### config.mk
export PLATFORM = sky130hd
export DESIGN_NAME = fp_mult_pipe
export DESIGN_NICKNAME = d
export VERILOG_FILES = /design/src/rtl/fp_mult_pipe.sv
export SDC_FILE = /design/constraint.sdc
export NUM_CORES = 2
export LEC_CHECK = 0
export ABC_AREA = 1
export CORE_MARGIN = 3
export CORE_UTILIZATION = 35
export DETAILED_ROUTE_END_ITERATION = 10
export GPL_TIMING_DRIVEN = 0
export PLACE_DENSITY = 0.62
export SLEW_MARGIN = 20
export SYNTH_ARGS = -nofsm -noshare
export SYNTH_HDL_FRONTEND = slang
export SYNTH_SLANG_ARGS = --single-unit
### constraint.sdc
create_clock -name clk -period 4.3 [get_ports clk]
set_input_delay 0.86 -clock clk [delete_from_list [all_inputs] [get_ports clk]]
set_output_delay 0.86 -clock clk [all_outputs]
set_load 0.005 [all_outputs]
### src/rtl/fp_mult_pipe.sv
// fp_mult_pipe: three-stage pipelined floating-point multiplier.
// The default parameters give binary32. Subnormal inputs are read as zero and
// subnormal results are flushed to zero. Rounding is round-to-nearest-even.
// The result flags are registered and sit next to the result.
module fp_mult_pipe #(
  parameter int EXP_W = 8,
  parameter int MAN_W = 23,
  parameter int XLEN  = 1 + EXP_W + MAN_W
) (
  input  logic            clk,
  input  logic            rst_n,
  input  logic            in_valid,
  output logic            in_ready,
  input  logic [XLEN-1:0] a,
  input  logic [XLEN-1:0] b,
  output logic            out_valid,
  input  logic            out_ready,
  output logic [XLEN-1:0] result,
  output logic            overflow,
  output logic            underflow,
  output logic            exception
);

  localparam int PW   = 2 * MAN_W + 2;        // full significand product width
  localparam int EW2  = EXP_W + 2;            // signed working exponent width
  localparam int BIAS = (1 << (EXP_W - 1)) - 1;
  localparam int EMAX = (1 << EXP_W) - 1;
  localparam logic [EW2-1:0]  EMAX_E = EW2'(EMAX);
  localparam logic [XLEN-1:0] QNAN   = {1'b0, {EXP_W{1'b1}}, 1'b1, {(MAN_W-1){1'b0}}};

  // Operand class. It is resolved in stage 1 and carried down the pipe.
  typedef enum logic [1:0] {K_NUM, K_ZERO, K_INF, K_NAN} kind_e;

  // Handshake: a pair is taken on a clock edge where in_valid && in_ready.
  // A result leaves on an edge where out_valid && out_ready.
  // stall = out_valid && !out_ready freezes all three stages, and bubbles
  // included. in_ready is the combinational inverse of stall.
  logic stall;

  logic                v1_d, v1_q, v2_d, v2_q, v3_d, v3_q;
  logic                s1_d, s1_q, s2_d, s2_q;
  kind_e               k1_d, k1_q, k2_d, k2_q;
  logic [PW-1:0]       prod1_d, prod1_q;
  logic [EW2-1:0]      exp1_d, exp1_q, exp2_d, exp2_q;
  logic [MAN_W-1:0]    frac2_d, frac2_q;
  logic [XLEN-1:0]     result_d, result_q;
  logic                ovf_d, ovf_q, udf_d, udf_q, exc_d, exc_q;

  // Unpacked operand fields.
  logic [EXP_W-1:0] ea, eb;
  logic [MAN_W-1:0] fa, fb;
  logic             a_zero, b_zero, a_inf, b_inf, a_nan, b_nan;

  assign ea     = a[MAN_W +: EXP_W];
  assign eb     = b[MAN_W +: EXP_W];
  assign fa     = a[MAN_W-1:0];
  assign fb     = b[MAN_W-1:0];
  assign a_zero = (ea == '0);
  assign b_zero = (eb == '0);
  assign a_inf  = (ea == '1) && (fa == '0);
  assign b_inf  = (eb == '1) && (fb == '0);
  assign a_nan  = (ea == '1) && (fa != '0);
  assign b_nan  = (eb == '1) && (fb != '0);

  assign stall     = v3_q & ~out_ready;
  assign in_ready  = ~stall;
  assign out_valid = v3_q;
  assign result    = result_q;
  assign overflow  = ovf_q;
  assign underflow = udf_q;
  assign exception = exc_q;

  // Stage 1: classify the operands, multiply the significands, and add the exponents.
  always_comb begin
    v1_d    = in_valid;
    s1_d    = a[XLEN-1] ^ b[XLEN-1];
    prod1_d = PW'({1'b1, fa}) * PW'({1'b1, fb});
    exp1_d  = EW2'(ea) + EW2'(eb) - EW2'(BIAS);
    if (a_nan || b_nan || (a_inf && b_zero) || (a_zero && b_inf)) k1_d = K_NAN;
    else if (a_inf || b_inf)                                      k1_d = K_INF;
    else if (a_zero || b_zero)                                    k1_d = K_ZERO;
    else                                                          k1_d = K_NUM;
  end

  // Stage 2: normalise so the leading one is the top bit, then apply round-to-nearest-even.
  logic             norm, guard_b, sticky_b, round_up, rcarry;
  logic [PW-2:0]    prod_n;
  logic [MAN_W-1:0] frac_t;
  logic [MAN_W:0]   frac_r;

  always_comb begin
    norm     = prod1_q[PW-1];
    // The leading one has been dropped. Bit PW-2 is the first fraction bit.
    prod_n   = norm ? prod1_q[PW-2:0] : {prod1_q[PW-3:0], 1'b0};
    frac_t   = prod_n[PW-2 -: MAN_W];
    guard_b  = prod_n[MAN_W];
    sticky_b = |prod_n[MAN_W-1:0];
    round_up = guard_b & (sticky_b | frac_t[0]);
    frac_r   = {1'b0, frac_t} + (MAN_W+1)'(round_up);
    // If the increment carries out, the fraction becomes all zeros and the exponent goes up by one.
    rcarry   = frac_r[MAN_W];
    v2_d     = v1_q;
    s2_d     = s1_q;
    k2_d     = k1_q;
    frac2_d  = frac_r[MAN_W-1:0];
    exp2_d   = exp1_q + EW2'(norm) + EW2'(rcarry);
  end

  // Stage 3: check the exponent range and pack the word. The word and the flags stay zero for a bubble.
  always_comb begin
    v3_d     = v2_q;
    result_d = '0;
    ovf_d    = 1'b0;
    udf_d    = 1'b0;
    exc_d    = 1'b0;
    if (v2_q) begin
      unique case (k2_q)
        K_NAN: begin
          result_d = QNAN;
          exc_d    = 1'b1;
        end
        K_INF:  result_d = {s2_q, {EXP_W{1'b1}}, {MAN_W{1'b0}}};
        K_ZERO: result_d = {s2_q, {(EXP_W+MAN_W){1'b0}}};
        default: begin
          if ($signed(exp2_q) >= $signed(EMAX_E)) begin
            result_d = {s2_q, {EXP_W{1'b1}}, {MAN_W{1'b0}}};
            ovf_d    = 1'b1;
          end else if (exp2_q[EW2-1] || (exp2_q == '0)) begin
            result_d = {s2_q, {(EXP_W+MAN_W){1'b0}}};
            udf_d    = 1'b1;
          end else begin
            result_d = {s2_q, exp2_q[EXP_W-1:0], frac2_q};
          end
        end
      endcase
    end
  end

  // Pipeline registers. They all advance together unless the output is stalled.
  always_ff @(posedge clk or negedge rst_n) begin
    if (!rst_n) begin
      v1_q     <= 1'b0;
      v2_q     <= 1'b0;
      v3_q     <= 1'b0;
      s1_q     <= 1'b0;
      s2_q     <= 1'b0;
      k1_q     <= K_NUM;
      k2_q     <= K_NUM;
      prod1_q  <= '0;
      exp1_q   <= '0;
      exp2_q   <= '0;
      frac2_q  <= '0;
      result_q <= '0;
      ovf_q    <= 1'b0;
      udf_q    <= 1'b0;
      exc_q    <= 1'b0;
    end else if (!stall) begin
      v1_q     <= v1_d;
      v2_q     <= v2_d;
      v3_q     <= v3_d;
      s1_q     <= s1_d;
      s2_q     <= s2_d;
      k1_q     <= k1_d;
      k2_q     <= k2_d;
      prod1_q  <= prod1_d;
      exp1_q   <= exp1_d;
      exp2_q   <= exp2_d;
      frac2_q  <= frac2_d;
      result_q <= result_d;
      ovf_q    <= ovf_d;
      udf_q    <= udf_d;
      exc_q    <= exc_d;
    end
  end

endmodule
Yosys cells after proc, flatten, opt, wreduce, memory -nomap -nowiden
Cells that the tools add are included.

operators by class
  add/sub/neg operators = 5
  multiply operators = 1
  $lt $le $gt $ge = 1
  equality and inequality tests = 5
  muxes and demuxes = 17
  bitwise operators = 6
  reductions and logical operators = 21

operators with widths
  cell                                                                 count
  case mux 32 bit (3 select lines)                                     1
  two-way mux 31 bit                                                   2
  multiplier 24 x 24 -> 48 bit                                         1
  two-way mux 47 bit                                                   1
  zero test 23 bit                                                     2
  nonzero test 23 bit                                                  2
  two-way mux 32 bit                                                   1
  adder 23 x 1 -> 24 bit                                               1
  OR reduction 23 bit                                                  1
  adder 10 x 1 -> 10 bit                                               2
  equality test 8 bit (second input constant)                          2
  zero test 8 bit                                                      2
  greater-or-equal comparator 10 x 9 -> 1 bit (second input constant)  1
  zero test 10 bit                                                     1
  two-way mux 1 bit                                                    10
  subtractor 9 x 7 -> 10 bit (second input constant)                   1
  adder 8 x 8 -> 9 bit                                                 1
  logical AND 1 bit                                                    6
  logical OR 1 bit                                                     6
  equality test 2 bit (second input constant)                          2
  two-way mux 2 bit                                                    2
  OR reduction 3 bit                                                   1
  AND 1 bit                                                            2
  equality test 2 x 1 -> 1 bit (second input constant)                 1
  3 further kinds                                                      4

word-level totals
  register bits after elaboration = 135
  output and inout bits = 37
  logic and storage cells = 71

Depth between registers and ports, before layout
  depth in word-level cells = 6
  mapped depth = 31
  depth with buffers taken out = 29

Worst setup path before layout
OpenSTA, ideal clock, no wires.

  path type = in2reg
  start point = input port b[3]
  end point = register prod1_q[26]
  library setup time = 0.131 ns
  arrival = 6.443 ns
  path slack = -2.274 ns
  stages = 29
  path buffers = 2
  cell sequence = clkbuf_1 > clkbuf_1 > nand2_1 > fa_1 > inv_1 > fa_1 > inv_1 > fa_1 > inv_1 > fa_1 > inv_1 > fa_1 > inv_1 > fa_1 > inv_1 > fa_1 > inv_1 > ha_1 > nand2_1 > inv_1 > nand2_1 > nand2_1 > inv_1 > nand2_1 > nand2_1 > nand3_1 > or2_2 > nand3_1 > o21ai_0

between the ends
  word-level cells in the longest chain between the ends = 1

ends and longest elaborated chain
  item                          RTL line  RTL
  start: declaration            15        input logic [XLEN-1:0] b,
  multiplier 24 x 24 -> 48 bit  77        prod1_d = PW'({1'b1, fa}) * PW'({1'b1, fb});
  end signal: assignment        165       prod1_q <= prod1_d;
  end: declaration              43        logic [PW-1:0] prod1_d, prod1_q;

No other way between the ends.
A chain may end at the register's enable or synchronous reset.

Worst setup path after layout
  start point = input port b[12]
  end point = register prod1_q[26]

The elaborated chain is that of the path after synthesis.

==> key figures <==
Synth
  – Yosys warning count: 0
  – Mean Syn Cell Area: 7.289 sq um
  – Synth top area share: 0.3550
  – Post-synth EDFFs: 0
  – Gate count of the mapped netlist: 3745
  – Cell Area, Synth: 27300 sq um
  – Synth area leader: fa_1
  – Synth Net Count: 4487
  – Flops & latches, synth: 135
  – Leading post-synthesis cells by instance count: 1131 x inv_1, 1111 x nand2_1, 484 x fa_1, 190 x ha_1, 148 x nor2_1
  – Most frequent cell after synthesis: inv_1
  – Sequential area share after synthesis: 0.1238
  – Netlist cell types: 41
  – Top_reg_cell synth: dfrtp_1
  – Asr flop ratio synth: 1.000
  – Top cells by area, synth: fa_1 35%, inv_1 16%, nand2_1 15%

STA
  – RSZ-0062 raised after global routing: yes
  – Slew HR: 0.2397
  – FMAX: 161.1 MHz
  – Worst slew pin tran: 1.141 ns
  – Setup Skew: 0.01100 ns
  – Period utilization: 1.443
  – Final Hold Vio Count: 0
  – Final min period: 6.206 ns
  – Setup violators final: 40
  – Worst Setup Slack, final: -1.906 ns
  – Final Max Tran Viols: 0

Status
  – Violated checks: negative setup slack
  – Status: finished, violations left

Placement
  – Placed insts: 4874
  – HPWL Detailed: 73210 um
  – IO Port Bufs: 97
  – RD Place Congestion: 0.9681

CTS
  – Total CTS buffers: 17
  – TritonCTS Sinks: 135
  – H-tree depth: 4
  – Clock Tree Buf Depth: 2
  – CTS tree: done
  – Clock slew at reported path FFs: 0.06 ns
  – Clock root buffer: clkbuf_16
  – Latest clock arrival within the worst-skew pair: 0.43 ns

Floorplanning
  – IO Pins: 105
  – Die area: 81380 sq um
  – Die X: 285.3 um
  – Die Y-Extent: 285.3 um
  – # rows: 101
  – Initial core utilization: 0.3565
  – Core area: 76580 sq um

Finish
  – # nets final: 4773
  – Fill cells: 7396
  – Layout area overhead: 30.66%
  – Final cell count without fillers: 5075
  – Layout cells sized above 1: 0.2077

Worst setup path
  – Reg2Reg Setup Slack: 0.70 ns
  – WP buf/inv: 8
  – Slowest cell on crit path: fa_2
  – R2r startpoint: prod1_q[47]$_DFFE_PN0N_
  – CP most frequent cell: fa_1
  – CP max FO: 8
  – Crit start category: input port
  – Worst Reg-to-Reg Cells: 21
  – Data arrival, critical path: 6.49 ns
  – RR Endpoint: exp2_q[9]$_DFFE_PN0N_
  – Max incr delay on CP: 0.63 ns
  – Worst Setup End Kind: flop
  – Worst setup path class: input port to flop
  – Data required, critical path: 4.59 ns
  – Top delay family on crit path: adder cells

Worst hold path
  – Worst Hold Class: input port to async pin

Global routing
  – Total grt overflow: 0
  – Vias in the first global route: 25980
  – All-Layer GR Usage: 0.2354
  – Initial antenna violation count: 2
  – Largest net degree at the start of global routing: 95
  – First-pass GRT wire length: 146800 um

Drt
  – Via Count: 24700
  – Initial drt markers: 1714
  – Final ANT Viol Nets: 0
  – Routed WL per cell: 18.66 um
  – DR DRC count: 0
  – First drt pass iteration count: 8
  – DR vias/cell: 4.867
  – Final Routed Wirelength: 94700 um

Job
  – MaxCap Viol Count: 0
[cells by family after synthesis]
logic type               count (synthesis)  synth area share
buffers and inverters                 1266            0.1754
XOR/XNOR                                16          0.005133
flip-flops                             135            0.1238
adder cells (fa/ha/maj)                674            0.4420
AND/OR/NAND/NOR                       1454            0.2135
AO/OA/AOI/OAI                          200           0.04015
[state kept, by name (all words and copies together) (netlist names)]
signal and flops:
prod1_q 48, exp1_q 10, v2_q 1, s1_q 1
underflow 1, v1_q 1, overflow 1, out_valid 1
result 32, k1_q 2, frac2_q 23, exp2_q 10
s2_q 1, k2_q 2, exception 1
[how the worst max path moves through the flow]
stage | cells past startpoint | startpoint | end
after floorplan | 29 | b[8] | prod1_q[26]$_DFFE_PN0N_
after global placement | 25 | b[9] | prod1_q[39]$_DFFE_PN0N_
after detailed placement | 27 | a[11] | prod1_q[39]$_DFFE_PN0N_
after CTS | 28 | b[3] | prod1_q[26]$_DFFE_PN0N_
after global routing | 30 | b[6] | prod1_q[37]$_DFFE_PN0N_
final | 25 | b[12] | prod1_q[26]$_DFFE_PN0N_
[cell type report]
class                           count  area [sq um]  share of cell area
Sequential cell                   135          3378             0.09471
Antenna cell                        1         2.502          0.00007016
Multi-Input combinational cell   2344         21030              0.5896
Buffer                            131          2282             0.06398
Inverter                         1135          4270              0.1197
Timing Repair Buffer              267          2750             0.07710
Clock buffer                       17         425.4             0.01193
Tap cell                         1030          1289             0.03613
Clock inverter                     15         239.0            0.006700
[layout by cell type, fill, tap and decap left out, types with 79 or more instances in the layout]
master / n
fa_1: 451
buf_4: 130
dfrtp_1: 135
clkbuf_16: 88
nor2_1: 105
o21ai_0: 79
nand2_1: 955
ha_1: 151
inv_2: 97
inv_1: 1033
nand2_2: 119
[stage by stage]
step,setup TNS (ns),setup WS [ns],hold WS (ns),instance area (sq um),utilization
global placement,-561.76,-3.754,0.4480,30430,0.3973
floorplan,-62.76,-1.779,0.4317,28170,-
CTS,-63.97,-1.817,0.3212,34650,0.4524
global route,-73.57,-2.072,0.3269,35670,0.4658
finish,-66.98,-1.906,0.3115,35670,0.4658
detailed placement,-138.90,-3.767,0.4604,30470,0.3979
[timing repair]
item / 4_1_cts / 5_1_grt
setup buffers: 121 / 46
gates resized for setup: 841 / 217
endpoints found under the hold margin: 0 / 0
pin swaps: 166 / 124
gates cloned: 1 / 1
endpoints found under the setup margin: 43 / 42
hold buffers: 0 / 0
[per-layer routing]
metal,global-route usage,share of wire
met3,0.04676,0.078
met1,0.2899,0.39
met5,0,0
met4,0.1246,0.067
met2,0.3897,0.47
Power is not shown: default switching activity piles up to over one toggle a cycle in this logic, so the estimate is an artifact.
